### config.mk
export PLATFORM = sky130hd
export DESIGN_NAME = ubs2bin_bi
export DESIGN_NICKNAME = d
export VERILOG_FILES = /design/src/rtl/ubs2bin_bi.sv
export SDC_FILE = /design/constraint.sdc
export NUM_CORES = 1
export LEC_CHECK = 0
export CAP_MARGIN = 10
export CELL_PAD_IN_SITES_DETAIL_PLACEMENT = 1
export CELL_PAD_IN_SITES_GLOBAL_PLACEMENT = 1
export CORE_MARGIN = 2
export CORE_UTILIZATION = 35
export CTS_BUF_LIST = sky130_fd_sc_hd__clkbuf_2
export DETAILED_ROUTE_END_ITERATION = 16
export DONT_BUFFER_PORTS = 1
export PLACE_DENSITY = 0.63
export SLEW_MARGIN = 10
export SYNTH_ARGS = -nofsm -noshare
export SYNTH_HDL_FRONTEND = slang
export SYNTH_SLANG_ARGS = --single-unit
### constraint.sdc
create_clock -name clk -period 2.14 [get_ports clk]
set_input_delay 0.214 -clock clk [delete_from_list [all_inputs] [get_ports clk]]
set_output_delay 0.214 -clock clk [all_outputs]
set_load 0.03 [all_outputs]
### src/rtl/ubs2bin_bi.sv
// Bipolar unary-bitstream decoder: counts ones over a 2^WIDTH-cycle window and
// presents 2*ones - 2^WIDTH on a valid/ready output.
module ubs2bin_bi #(
    parameter int unsigned WIDTH = 8
) (
    input  logic                    clk,
    input  logic                    rst_n,
    input  logic                    iStart,
    input  logic                    iBit,
    output logic                    oBusy,
    output logic signed [WIDTH+1:0] oData,
    output logic                    oValid,
    input  logic                    iReady
);

    typedef enum logic [1:0] {StIdle, StCount, StHold} state_e;

    localparam logic [WIDTH+1:0] Window = (WIDTH+2)'(1) << WIDTH;

    state_e                  r_state, w_state_d;
    logic [WIDTH:0]          r_ones, w_ones_d;
    logic [WIDTH-1:0]        r_cnt, w_cnt_d;
    logic signed [WIDTH+1:0] r_data, w_data_d;

    logic [WIDTH:0]          w_ones_inc;
    logic [WIDTH+1:0]        w_final;

    // The bit sampled on the last window cycle is folded into the result.
    assign w_ones_inc = r_ones + {{WIDTH{1'b0}}, iBit};
    assign w_final    = {w_ones_inc, 1'b0} - Window;

    always_comb begin
        w_state_d = r_state;
        w_ones_d  = r_ones;
        w_cnt_d   = r_cnt;
        w_data_d  = r_data;
        case (r_state)
            StIdle: begin
                if (iStart) begin
                    w_state_d = StCount;
                    w_ones_d  = '0;
                    w_cnt_d   = '0;
                end
            end
            StCount: begin
                w_ones_d = w_ones_inc;
                w_cnt_d  = r_cnt + WIDTH'(1);
                if (r_cnt == '1) begin
                    w_data_d  = w_final;
                    w_state_d = StHold;
                end
            end
            StHold: begin
                if (iReady) begin
                    if (iStart) begin
                        w_state_d = StCount;
                        w_ones_d  = '0;
                        w_cnt_d   = '0;
                    end else begin
                        w_state_d = StIdle;
                    end
                end
            end
            default: w_state_d = StIdle;
        endcase
    end

    always_ff @(posedge clk or negedge rst_n) begin
        if (!rst_n) begin
            r_state <= StIdle;
            r_ones  <= '0;
            r_cnt   <= '0;
            r_data  <= '0;
        end else begin
            r_state <= w_state_d;
            r_ones  <= w_ones_d;
            r_cnt   <= w_cnt_d;
            r_data  <= w_data_d;
        end
    end

    assign oBusy  = (r_state == StCount);
    assign oValid = (r_state == StHold);
    assign oData  = r_data;

endmodule
==> results.yml <==
run_status:
  status: "completed"
logic_synthesis:
  yosys-top-cells-area: "dfrtp_1, xor2_1, nor2_1"
  ys_types: 37
  syn-num-nets: 143
  syn_area_um2: 1410
  synthCells: 135
  synth_area_leader_cell: "dfrtp_1"
  ys_ff_latch: 28
  synth_top_area_share_pct: 49.7
  ys_warn_count: 0
  yosysSeqAreaShare_pct: 49.7
  avgSynthCellArea_um2: 10.4
sta:
  maxSlewViolCount: 0
  final.period_utilization_pct: 85.8
  setup_violations: 0
  worst_pin_slew_ns: 0.579
  hold_violations: 0
  fin_skew_ns: 0.0130
  fmaxAchievable_mhz: 545
  max-slew-margin-rel_pct: 61.3
  hold_ws_ns: 0.0324
  period_needed_ns: 1.84
  finalSetupTns_ns: 0
  rsz0062_at_grt: "no"
route:
  first_pass_iters: 4
  viasPerCell: 5.26
  wl_um: 2890
  drtAntennaViolNets: 0
  post_drt_wl_per_cell_um: 15.6
  num_vias: 974
  route.detailed.drc: 0
  drtIter0Drc: 19
clocking:
  cts_buffer_depth: 2
  cts_hold_buffers: 2
  clock_latency_ns: 0.36
  cts_resized: 0
  cts_buffers: 3
  cts.clk_slew.worst_paths_ns: 0.26
  h-tree-depth: 1
  clock_sinks: 28
  cts_tree: "yes"
  cts_setup_buffers: 0
  clockRootBuffer: "clkbuf_2"
worst_setup_path:
  worstSetupPathType: "reg2reg"
  required_ns: 2.45
  end_kind: "flip-flop"
  critPathLaunchType: "flip-flop"
  critPathMaxFanout: 10
  cp.arrival_ns: 2.14
power_and_ir_drop:
  cellLeakagePower_nw: 0.615
  ir_worst_vdd_uv: 251
  power_density_nw_per_um2: 873
place:
  portBuffers: 0
  dpl.hpwl_um: 2040
  place_congestion: 0.713
floorplan:
  dieArea_um2: 4550
  io_pins: 17
  die_h_um: 67.4
  die_w_um: 67.4
  coreArea_um2: 3940
  start_util_pct: 35.7
  rows: 23
layout:
  post_route_cells_drive_above_1_share_pct: 15.6
  fin_util_pct: 37.6
  nets: 145
  n_antenna_cell: 0
  layout_common_cells: "dfrtp_1, nor2_1, nand2_1"
  syn_to_final_growth_pct: 5.15
  final_common_cell: "dfrtp_1"
  n_fill_cell: 455
global_routing:
  overflow: 0
  grt_pass1_wl_um: 4950
  grt_usage_pct: 15.0
  grt_antenna_before_repair: 0
  grt_pass1_vias: 1058
  grt_max_degree: 29
run:
  maxCapViolCount: 0
worst_hold_path:
  holdCritPathClass: "in2reg"
[worst max-delay path, cell delays in order (launching register included)]
cell and delay [ns]:
dfrtp_1 0.46, ha_1 0.20, nand2_1 0.08, or4_4 0.49
nor2_8 0.16, buf_4 0.21, nor2_1 0.07, a21oi_2 0.10
[layout make-up]
type / count / area (um2) / area share (%)
Clock buffer: 3 / 15.0 / 1.01
Sequential cell: 28 / 701 / 47.3
Tap cell: 50 / 62.6 / 4.22
Inverter: 4 / 15.0 / 1.01
Multi-Input combinational cell: 97 / 651 / 43.9
Timing Repair Buffer: 3 / 37.5 / 2.53
[logic make-up (layout without fill, tap and decap cells)]
family                     after synthesis  in the layout  share of synthesized area [%]
other                                    1              1                          0.266
xor gates and xnor gates                12             12                           7.46
and+or+nand+nor                         47             47                           18.3
AOI/OAI and AO/OA                       29             29                           13.6
buffers and inverters                   10             10                           4.08
adders and majority gates                3              3                           2.66
muxes                                    5              5                           3.91
DFF                                     28             28                           49.7
[flip-flops by register name (all words and copies together) (netlist names)]
register  cells
oData         9
r_cnt         8
r_ones        9
r_state       2
[path summary, 6_finish.rpt]
path | cells past startpoint | to | from | slack [ns]
setup / recovery | 7 | oData[3] | r_cnt[0] | 0.30
hold / removal | 2 | r_state[1] | iReady | 0.03
setup reg to reg | 7 | oData[3] | r_cnt[0] | 0.30
hold reg to reg | 1 | r_cnt[0] | r_cnt[0] | 0.54
max in group asynchronous | 2 | r_ones[0] | rst_n | 1.74
min in group asynchronous | 2 | oData[5] | rst_n | 0.24
[cell usage after synthesis, drive strengths merged]
cell type	instances
nor2	15
or3	2
nand3	3
clkbuf	4
nand2b	2
xnor2	5
nand2	11
and4	1
or2b	1
a21o	3
dfrtp	28
and3	1
nor2b	2
or4	1
o22ai	2
mux2i	1
o21ai	9
conb	1
nor3	2
a22o	3
ha	3
and2	1
buf	2
nand4	3
o31ai	2
inv	4
a21oi	10
mux2	4
xor2	7
and3b	1
nor4	1
[power by group]
group	internal [mW]	leakage, nW	switching [mW]
sequential	0.633	0.346	0.116
combinational	0.154	0.257	0.199
clock	0.0380	0.0125	0.154
[through the flow]
step	setup WS, ns	std cells	area, um2	power [mW]
floorplan	0.459	135	1410	1.01
global placement	0.394	180	1440	1.07
detailed placement	0.350	180	1440	1.10
CTS	0.288	185	1480	1.31
global route	0.194	185	1480	1.39
finish	0.304	185	1480	1.29
[metal layers]
layer / routed length, um / GRT usage, %
met2: 1390 / 26.9
met1: 1360 / 17.2
met4: 25 / 6.12
met5: 0 / 0
met3: 121 / 3.17
Power figures use the tool's default switching activity.
